$ cat config.mk
export PLATFORM = sky130hd
export DESIGN_NAME = sr_tap_sequencer_flat
export DESIGN_NICKNAME = d
export VERILOG_FILES = /design/src/rtl/sr_tap_sequencer_if.sv /design/src/rtl/sr_tap_sequencer.sv /design/src/flat_wrapper.sv
export SDC_FILE = /design/constraint.sdc
export NUM_CORES = 2
export LEC_CHECK = 0
export CORE_UTILIZATION = 35
export DETAILED_ROUTE_END_ITERATION = 8
export PLACE_DENSITY = 0.51
export SYNTH_ARGS = -nofsm -noshare
export SYNTH_HDL_FRONTEND = slang
export SYNTH_SLANG_ARGS = --single-unit
$ cat constraint.sdc
create_clock -name ic_clk -period 21.5 [get_ports ic_clk]
set_clock_uncertainty 0.1 [all_clocks]
set_input_delay 2.15 -clock ic_clk [delete_from_list [all_inputs] [get_ports ic_clk]]
set_output_delay 2.15 -clock ic_clk [all_outputs]
set_load 0.05 [all_outputs]
$ cat src/rtl/sr_tap_sequencer_if.sv
// ----------------------------------------------------------------------------
// sr_tap_sequencer_if
// Bundles the sequencer's signals:
//   - sample strobe (ic_start)
//   - delay-line read port (oc_addr out, id_tap in)
//   - coefficient programming port (ic_coef_we, ic_coef_addr, id_coef)
//   - status and result (oc_busy, oc_overrun, od_y, oc_valid)
//
// Modports:
//   master - the sequencer itself.
//   slave  - its surroundings: delay line, coefficient writer and downstream
//            EQ stage.
// ----------------------------------------------------------------------------
interface sr_tap_sequencer_if #(
    parameter int IN_WIDTH   = 24,
    parameter int COEF_WIDTH = 24,
    parameter int NUM        = 3,
    parameter int OUT_WIDTH  = 24
);
    logic                         ic_start;
    logic        [NUM-1:0]        oc_addr;
    logic signed [IN_WIDTH-1:0]   id_tap;
    logic                         ic_coef_we;
    logic        [NUM-1:0]        ic_coef_addr;
    logic signed [COEF_WIDTH-1:0] id_coef;
    logic                         oc_busy;
    logic                         oc_overrun;
    logic signed [OUT_WIDTH-1:0]  od_y;
    logic                         oc_valid;

    modport master (
        input  ic_start, id_tap, ic_coef_we, ic_coef_addr, id_coef,
        output oc_addr, oc_busy, oc_overrun, od_y, oc_valid
    );

    modport slave (
        output ic_start, id_tap, ic_coef_we, ic_coef_addr, id_coef,
        input  oc_addr, oc_busy, oc_overrun, od_y, oc_valid
    );
endinterface

$ cat src/rtl/sr_tap_sequencer.sv
// ----------------------------------------------------------------------------
// sr_tap_sequencer
// Purpose:
//   - On each sample strobe, reads taps 0..NUM-1 from the EQ delay line.
//     The delay line returns data one cycle after the address.
//   - Multiplies every returned tap by its coefficient from a writable table.
//   - Accumulates the products.
//   - Emits one rounded, saturated output sample with a one-cycle valid pulse.
//
// Ports:
//   ic_clk   - clock
//   ic_rst_n - asynchronous, active-low reset
//   bus      - sr_tap_sequencer_if.master:
//                ic_start, oc_addr/id_tap, coefficient write port,
//                oc_busy, oc_overrun, od_y, oc_valid
// ----------------------------------------------------------------------------
module sr_tap_sequencer #(
    parameter int IN_WIDTH   = 24,
    parameter int COEF_WIDTH = 24,
    parameter int NUM        = 3,
    parameter int COEF_FRAC  = 23,
    parameter int ACC_WIDTH  = 52,
    parameter int OUT_WIDTH  = 24
) (
    input logic              ic_clk,
    input logic              ic_rst_n,
    sr_tap_sequencer_if.master bus
);
    localparam int PW    = IN_WIDTH + COEF_WIDTH;
    localparam int CNT_W = $clog2(NUM + 3);
    localparam logic [CNT_W-1:0] LAST_ISSUE = CNT_W'(NUM - 1);
    localparam logic [CNT_W-1:0] LAST_DRAIN = CNT_W'(NUM + 1);

    localparam logic signed [ACC_WIDTH:0] HALF =
        {{(ACC_WIDTH + 1 - COEF_FRAC){1'b0}}, 1'b1, {(COEF_FRAC - 1){1'b0}}};
    localparam logic signed [ACC_WIDTH:0] OMAX =
        {{(ACC_WIDTH + 2 - OUT_WIDTH){1'b0}}, {(OUT_WIDTH - 1){1'b1}}};
    localparam logic signed [ACC_WIDTH:0] OMIN =
        {{(ACC_WIDTH + 2 - OUT_WIDTH){1'b1}}, {(OUT_WIDTH - 1){1'b0}}};

    // Round half up, then clamp to the signed output range. One guard bit
    // keeps the rounding add from wrapping at the top of the accumulator.
    function automatic logic signed [OUT_WIDTH-1:0] round_sat(
        input logic signed [ACC_WIDTH-1:0] a
    );
        logic signed [ACC_WIDTH:0] r;
        logic signed [ACC_WIDTH:0] s;
        r = {a[ACC_WIDTH-1], a} + HALF;
        s = r >>> COEF_FRAC;
        if (s > OMAX)
            s = OMAX;
        else if (s < OMIN)
            s = OMIN;
        return s[OUT_WIDTH-1:0];
    endfunction

    typedef enum logic [1:0] {IDLE, ISSUE, DRAIN, OUT} state_t;

    state_t                         state;
    logic        [CNT_W-1:0]        cnt;
    logic        [CNT_W-1:0]        cnt_nxt;
    logic signed [COEF_WIDTH-1:0]   coef [NUM];
    logic signed [COEF_WIDTH-1:0]   coef_sel;
    logic signed [PW-1:0]           prod;
    logic signed [ACC_WIDTH-1:0]    prod_ext;
    logic signed [ACC_WIDTH-1:0]    acc;

    // Index/valid pipe. vld_p0 marks a fresh address on oc_addr. vld_p1 and
    // idx_p1 line up with the tap data the delay line is returning now.
    logic                           vld_p0;
    logic                           vld_p1;
    logic        [NUM-1:0]          idx_p1;

    assign cnt_nxt = cnt + CNT_W'(1);

    always_comb begin
        coef_sel = '0;
        for (int i = 0; i < NUM; i++) begin
            if (idx_p1 == NUM'(i))
                coef_sel = coef[i];
        end
    end

    assign prod     = bus.id_tap * coef_sel;
    assign prod_ext = {{(ACC_WIDTH - PW){prod[PW-1]}}, prod};

    // Coefficient table. A write to tap k lands before its read at E(k+2)
    // only if it happens on an earlier edge. Out-of-range indices match no
    // entry, so those writes are dropped.
    always_ff @(posedge ic_clk or negedge ic_rst_n) begin
        if (!ic_rst_n) begin
            for (int i = 0; i < NUM; i++)
                coef[i] <= '0;
        end else if (bus.ic_coef_we) begin
            for (int i = 0; i < NUM; i++) begin
                if (bus.ic_coef_addr == NUM'(i))
                    coef[i] <= bus.id_coef;
            end
        end
    end

    // Sweep control. cnt holds the index n of the last edge E(n) since the
    // strobe edge E0.
    always_ff @(posedge ic_clk or negedge ic_rst_n) begin
        if (!ic_rst_n) begin
            state          <= IDLE;
            cnt            <= '0;
            acc            <= '0;
            vld_p0         <= 1'b0;
            vld_p1         <= 1'b0;
            idx_p1         <= '0;
            bus.oc_addr    <= '0;
            bus.oc_busy    <= 1'b0;
            bus.oc_overrun <= 1'b0;
            bus.od_y       <= '0;
            bus.oc_valid   <= 1'b0;
        end else begin
            bus.oc_valid   <= 1'b0;
            bus.oc_overrun <= bus.ic_start && (state != IDLE);
            vld_p0         <= 1'b0;
            // stage p0 -> p1: tap addressed last cycle is being returned now
            vld_p1         <= vld_p0;
            idx_p1         <= bus.oc_addr;
            // stage p1 -> acc: returned tap times its coefficient
            if (vld_p1)
                acc <= acc + prod_ext;

            case (state)
                IDLE: begin
                    if (bus.ic_start) begin
                        state       <= ISSUE;
                        cnt         <= '0;
                        acc         <= '0;
                        bus.oc_addr <= '0;
                        bus.oc_busy <= 1'b1;
                        vld_p0      <= 1'b1;
                    end
                end
                ISSUE: begin
                    cnt <= cnt_nxt;
                    if (cnt_nxt <= LAST_ISSUE) begin
                        bus.oc_addr <= NUM'(cnt_nxt);
                        vld_p0      <= 1'b1;
                    end
                    // ">=" so that with NUM=1 ISSUE still lasts one cycle
                    if (cnt_nxt >= LAST_ISSUE)
                        state <= DRAIN;
                end
                DRAIN: begin
                    cnt <= cnt_nxt;
                    if (cnt_nxt == LAST_DRAIN)
                        state <= OUT;
                end
                OUT: begin
                    bus.od_y     <= round_sat(acc);
                    bus.oc_valid <= 1'b1;
                    bus.oc_busy  <= 1'b0;
                    state        <= IDLE;
                end
                default: state <= IDLE;
            endcase
        end
    end
endmodule

$ cat src/flat_wrapper.sv
// flat-port wrapper written by rule: the top's interface ports become plain ports
module sr_tap_sequencer_flat 
#(
    parameter int IN_WIDTH   = 24,
    parameter int COEF_WIDTH = 24,
    parameter int NUM        = 3,
    parameter int COEF_FRAC  = 23,
    parameter int ACC_WIDTH  = 52,
    parameter int OUT_WIDTH  = 24
)
  (ic_clk, ic_rst_n, bus_ic_start, bus_id_tap, bus_ic_coef_we, bus_ic_coef_addr, bus_id_coef, bus_oc_addr, bus_oc_busy, bus_oc_overrun, bus_od_y, bus_oc_valid);
  sr_tap_sequencer_if #(.IN_WIDTH(IN_WIDTH), .COEF_WIDTH(COEF_WIDTH), .NUM(NUM), .OUT_WIDTH(OUT_WIDTH)) bus_i ();
  input logic ic_clk;
  input logic ic_rst_n;
  input wire logic [$bits(bus_i.ic_start)-1:0] bus_ic_start;
  input wire logic [$bits(bus_i.id_tap)-1:0] bus_id_tap;
  input wire logic [$bits(bus_i.ic_coef_we)-1:0] bus_ic_coef_we;
  input wire logic [$bits(bus_i.ic_coef_addr)-1:0] bus_ic_coef_addr;
  input wire logic [$bits(bus_i.id_coef)-1:0] bus_id_coef;
  output wire logic [$bits(bus_i.oc_addr)-1:0] bus_oc_addr;
  output wire logic [$bits(bus_i.oc_busy)-1:0] bus_oc_busy;
  output wire logic [$bits(bus_i.oc_overrun)-1:0] bus_oc_overrun;
  output wire logic [$bits(bus_i.od_y)-1:0] bus_od_y;
  output wire logic [$bits(bus_i.oc_valid)-1:0] bus_oc_valid;
  assign bus_i.ic_start = bus_ic_start;
  assign bus_i.id_tap = bus_id_tap;
  assign bus_i.ic_coef_we = bus_ic_coef_we;
  assign bus_i.ic_coef_addr = bus_ic_coef_addr;
  assign bus_i.id_coef = bus_id_coef;
  assign bus_oc_addr = bus_i.oc_addr;
  assign bus_oc_busy = bus_i.oc_busy;
  assign bus_oc_overrun = bus_i.oc_overrun;
  assign bus_od_y = bus_i.od_y;
  assign bus_oc_valid = bus_i.oc_valid;
  sr_tap_sequencer #(.IN_WIDTH(IN_WIDTH), .COEF_WIDTH(COEF_WIDTH), .NUM(NUM), .COEF_FRAC(COEF_FRAC), .ACC_WIDTH(ACC_WIDTH), .OUT_WIDTH(OUT_WIDTH)) u_core (.ic_clk(ic_clk), .ic_rst_n(ic_rst_n), .bus(bus_i));
endmodule
# ---- Yosys cells after proc, flatten, opt, wreduce, memory -nomap -nowiden
# Cells that the tools add are included.
dict set report word_totals {
  register_bits 164
  out_inout_bits 30
}
dict set report op_classes {
  add_sub_neg 3
  mul 1
  magnitude_cmp 4
  eq_ne 12
  mux 22
  n_reduce_logical 16
}
# cell count
set op_table {}
lappend op_table {{52-bit 2-to-1 mux} 3}
lappend op_table {{24-bit 2-to-1 mux} 5}
lappend op_table {{52-bit by 24-bit adder with 53-bit output (second input constant)} 1}
lappend op_table {{52-bit by 48-bit adder with 52-bit output} 1}
lappend op_table {{24-bit by 24-bit multiplier with 48-bit output} 1}
lappend op_table {{30-bit by 24-bit > comparator with 1-bit output (second input constant)} 1}
lappend op_table {{30-bit by 24-bit less-than comparator with 1-bit output (second input constant)} 1}
lappend op_table {{3-bit one-hot mux with 2 select lines} 2}
lappend op_table {{2-bit AND reduction} 5}
lappend op_table {{2-bit one-hot mux with 4 select lines} 1}
lappend op_table {{2-bit nonzero test} 4}
lappend op_table {{3-bit by 1-bit == test with 1-bit output (second input constant)} 2}
lappend op_table {{3-bit by 2-bit == test with 1-bit output (second input constant)} 2}
lappend op_table {{3-bit logical NOT} 2}
lappend op_table {{2-bit 2-to-1 mux} 3}
lappend op_table {{3-bit 2-to-1 mux} 2}
lappend op_table {{2-bit by 1-bit inequality test with 1-bit output (second input constant)} 3}
lappend op_table {{3-bit AND reduction} 2}
lappend op_table {{2-bit == test (second input constant)} 2}
lappend op_table {{1-bit 2-to-1 mux} 4}
lappend op_table {{1-bit one-hot mux with 2 select lines} 2}
lappend op_table {{3-bit by 1-bit adder with 3-bit output (second input constant)} 1}
lappend op_table {{3-bit == test (second input constant)} 1}
lappend op_table {{3-bit by 2-bit >= comparator with 1-bit output (second input constant)} 1}
lappend op_table {{6 further kinds} 6}

# ---- Logic depth before layout (Yosys ltp)
dict set report depth {
  depth_word 9
  mapped_depth 32
  mapped_depth_nobuf 29
}

# ---- Worst setup path after synthesis
# No wires, ideal clock.
dict set report synth_timing {
  path_type {input to register}
  start {input port bus_id_tap[23]}
  end {register u_core.acc[45]}
  setup_ps 131
  arrival_ps 8439
  required_ps 21269
  setup_slack_ps 12830
  stages 24
  cell_sequence {clkbuf_1 > and2_1 > fa_1 > fa_1 > fa_1 > inv_1 > fa_1 > inv_1 > fa_1 > fa_1 > inv_1 > fa_1 > inv_1 > ha_1 > buf_2 > a2111oi_4 > a211oi_1 > a21oi_1 > a21oi_1 > and3_2 > a211oi_4 > o21ai_2 > a2111oi_2 > nor3_1}
}
dict set report synth_via {
  elab_chain_len 5
}
# item line_no
set synth_lines {}
lappend synth_lines {{from (decl)} flat_wrapper.sv:16} ;# input wire logic [$bits(bus_i.id_tap)-1:0] bus_id_tap;
lappend synth_lines {{24-bit by 24-bit multiplier with 48-bit output *} sr_tap_sequencer.sv:84} ;# assign prod = bus.id_tap * coef_sel;
lappend synth_lines {{52-bit by 48-bit adder with 52-bit output *} sr_tap_sequencer.sv:126} ;# acc <= acc + prod_ext;
lappend synth_lines {{52-bit 2-to-1 mux *} sr_tap_sequencer.sv:125} ;# if (vld_p1)
lappend synth_lines {{52-bit 2-to-1 mux} sr_tap_sequencer.sv:130} ;# if (bus.ic_start) begin
lappend synth_lines {{52-bit 2-to-1 mux *} sr_tap_sequencer.sv:128} ;# case (state)
lappend synth_lines {{to (signal assigned)} sr_tap_sequencer.sv:126}
lappend synth_lines {{to (decl)} sr_tap_sequencer.sv:66} ;# logic signed [ACC_WIDTH-1:0] acc;
# Every way passes the cells marked *; elsewhere a longest branch is shown, timed or not.
# A chain may end at the register's enable or synchronous reset.

# ---- Worst setup path after layout
dict set report layout_timing {
  start {input port bus_id_tap[23]}
  end {register u_core.acc[51]}
}
# The elaborated chain is that of the path after synthesis.

==> summary.txt <==
Run status
  – Status: complete, no violations

Clocking
  – Post-CTS sizing: 0
  – Hold_buf cts: 0
  – Clk Latency, worst-skew pair: 490 ps
  – CTS root buffer: clkbuf_16
  – CTS buffer count: 17
  – Clock Path Buffers: 2
  – Post-CTS Setup Bufs: 0
  – CTS tree: done
  – CTS sink count: 164
  – # H-tree levels: 4
  – Reg clk slew, reported paths: 70 ps

Placed design
  – Port Buffers: 84
  – Gpl congestion: 0.911
  – Final HPWL from detailed placement: 64700 um

Route
  – Antenna-violating nets left: 0
  – Vias per cell: 4.83
  – Drt total wl: 78600 um
  – Pre-antenna DRT Iters: 4
  – DRC Markers: 0
  – Post-DR wirelength/cell: 17.7 um
  – DRT iter0 DRCs: 972
  – Vias: 21500

Floorplan
  – Initial Utilization: 0.354
  – # rows: 109
  – Io pins: 85
  – Area of the die: 90800 um^2
  – Die Y: 301 um
  – Core Region: 88500 um^2
  – Chip width: 301 um

Synth
  – Post-synth EDFFs: 0
  – Synth top area share: 0.432
  – Register bit total from synthesis: 164
  – Syn Nets: 4166
  – Netlist cell types: 92
  – Sequential area share after synthesis: 0.131
  – Syn Inst Count: 3259
  – Dominant synthesized flop cell: dfrtp_1
  – Mapped Avg Cell Area: 9.62 um^2
  – Async SR Flop Fraction: 1.00
  – Synth Cell Area: 31400 um^2
  – Synth warn: 0
  – Ranking of synthesized cells by area: fa_1 43%, dfrtp_1 13%, inv_1 8.7%, ha_1 7.0%, nand2_1 4.7%
  – Area leader, netlist: fa_1

Worst setup path
  – Reg2Reg Depth: 28
  – FF-to-FF End: u_core.acc[51]$_DFF_PN0_
  – CP max FO: 24
  – FF-to-FF Start: u_core.idx_p1[1]$_DFF_PN0_
  – Crit Path Class: in2reg
  – Reg-to-reg setup timing slack: 12560 ps
  – WP data required: 21780 ps
  – Worst setup SP type: input pin
  – CP arrival: 9610 ps
  – Crit path capture type: flip-flop

STA
  – RSZ-0062 raised after global routing: false
  – Setup_tns: 0 ps
  – Final min period: 9330 ps
  – Worst slew margin: 0.304
  – Crit share post-route: 0.434
  – Fmax: 107 MHz
  – Max Slew Vio Count: 0
  – Worst slew pin tran: 1040 ps
  – Final Setup Violations: 0
  – Fin. Hold Viols: 0

Global route
  – Gr usage total: 0.187
  – Vias in the first global route: 23900
  – Met3 usage: 0.0220
  – Grt peak-use layer: met2
  – Largest net degree at the start of global routing: 68
  – GR Layer Usage met1: 0.265
  – GR Util met2: 0.307
  – Initial antenna violation count: 0
  – First-pass GRT wire length: 133000 um
  – Overflow after GRT: 0

Worst hold path
  – Hold/Removal Path Class: reg2reg
  – WHS Path Cells: 0
  – HP Start: u_core.vld_p0$_DFF_PN0_
  – Worst min-delay path endpoint: u_core.vld_p1$_DFF_PN0_

Cells and area
  – Fillers: 8903
  – Area of the multi-input gates: 23900 um^2
  – P&R area growth vs syn: 8.59%
  – Share of layout cells above drive strength 1: 0.0662
  – Final #Nets: 4174
  – Storage element area: 4110 um^2

Flow run
  – Max-cap violations: 0
==> critical path, cell delays in order <==
cell and delay, ps:
clkdlybuf4s50_1 470, buf_4 270, nand2_1 130, inv_1 140
fa_1 540, fa_1 740, fa_1 560, inv_1 50
fa_1 500, inv_1 60, fa_1 490, fa_1 490
inv_1 50, fa_1 490, inv_1 40, ha_1 480
o211ai_1 200, a211oi_1 260, a21oi_1 100, a21oi_1 230
and3_2 260, a21oi_1 110, a311oi_1 480, mux2i_1 240
nand2_1 60
==> per-stage QoR <==
step           std cells  setup slack (ps)   util  instance area, um^2  hold slack [ps]
3_5_place_dp        4413             11700  0.378                33500              237
2_1_floorplan       3259             12830      -                31400              231
6_report            4445             12170  0.385                34100              252
5_1_grt             4444             11830  0.385                34100              260
4_1_cts             4444             12230  0.385                34100              254
3_3_place_gp        4413             11770  0.378                33500              236
==> layer usage <==
layer	routed length (um)	vias up
met5	0	-
met3	2230	84
met4	1160	0
met1	37600	11300
li1	-	9787
met2	37700	295
==> kinds of logic (layout without fill, tap and decap cells) <==
group / after synthesis / in the layout / share of synthesized area
muxes: 122 / 122 / 0.0418
DFF: 164 / 164 / 0.131
xor gates and xnor gates: 71 / 71 / 0.0198
buffers and inverters: 883 / 903 / 0.109
other: 0 / 1 / 0
AOI/OAI and AO/OA: 278 / 278 / 0.0593
and+or+nand+nor: 889 / 889 / 0.137
adders and majority gates: 852 / 852 / 0.502
==> cell usage after synthesis (all sizes together) (4+ instances only) <==
library cell / number
inv: 725
fa: 677
nand2: 391
and2: 233
ha: 175
dfrtp: 164
nor2: 144
clkbuf: 139
a21oi: 92
mux2: 72
o21ai: 58
mux2i: 50
xnor2: 39
xor2: 32
nand3: 27
a21o: 25
o22a: 23
nand4: 18
buf: 17
nor3: 16
and3: 15
nand2b: 9
a211oi: 8
a31oi: 8
nor2b: 8
o21a: 8
o21bai: 8
o211ai: 7
and4: 5
a21boi: 4
a32oi: 4
o31ai: 4
or2: 4
or3: 4
==> how the worst max path moves through the flow <==
stage	start	end	slack [ps]	cells after the start
2_1_floorplan	bus_id_tap[23]	u_core.acc[45]$_DFF_PN0_	12830	24
3_3_place_gp	bus_id_tap[23]	u_core.acc[51]$_DFF_PN0_	11770	25
3_5_place_dp	bus_id_tap[23]	u_core.acc[51]$_DFF_PN0_	11700	25
4_1_cts	bus_id_tap[23]	u_core.acc[51]$_DFF_PN0_	12230	25
5_1_grt	bus_id_tap[23]	u_core.acc[51]$_DFF_PN0_	11830	25
6_report	bus_id_tap[23]	u_core.acc[51]$_DFF_PN0_	12170	25
==> placed cells by master, fill, tap and decap left out, types with 15 or more instances in the layout <==
cell,instances
inv_1,725
fa_1,677
nand2_1,390
and2_1,232
ha_1,175
dfrtp_1,163
nor2_1,133
a21oi_1,90
clkdlybuf4s50_1,83
mux2_2,72
buf_4,63
o21ai_0,54
mux2i_1,50
xnor2_1,39
xor2_1,32
nand3_1,27
o22a_1,23
a21o_1,22
nand4_1,17
clkbuf_16,17
nor3_1,15
==> sequential cells by signal, indices dropped and copies added (netlist names) <==
register	cells
u_core.coef	72
u_core.acc	52
u_core.bus.od_y	24
u_core.bus.oc_addr	3
u_core.cnt	3
u_core.idx_p1	3
u_core.state	2
u_core.bus.oc_busy	1
u_core.bus.oc_overrun	1
u_core.bus.oc_valid	1
u_core.vld_p0	1
u_core.vld_p1	1
==> area by class of cell <==
type / count / share of cell area
clock inverters: 13 / 0.00404
diodes: 1 / 0.0000735
flip-flops and latches: 164 / 0.121
repair buffers: 147 / 0.0386
clock buffers: 18 / 0.0126
well taps: 1165 / 0.0428
multi-input cells: 2212 / 0.701
inverters: 725 / 0.0799
Power is not shown: default switching activity piles up to over one toggle a cycle in this logic, so the estimate is an artifact.
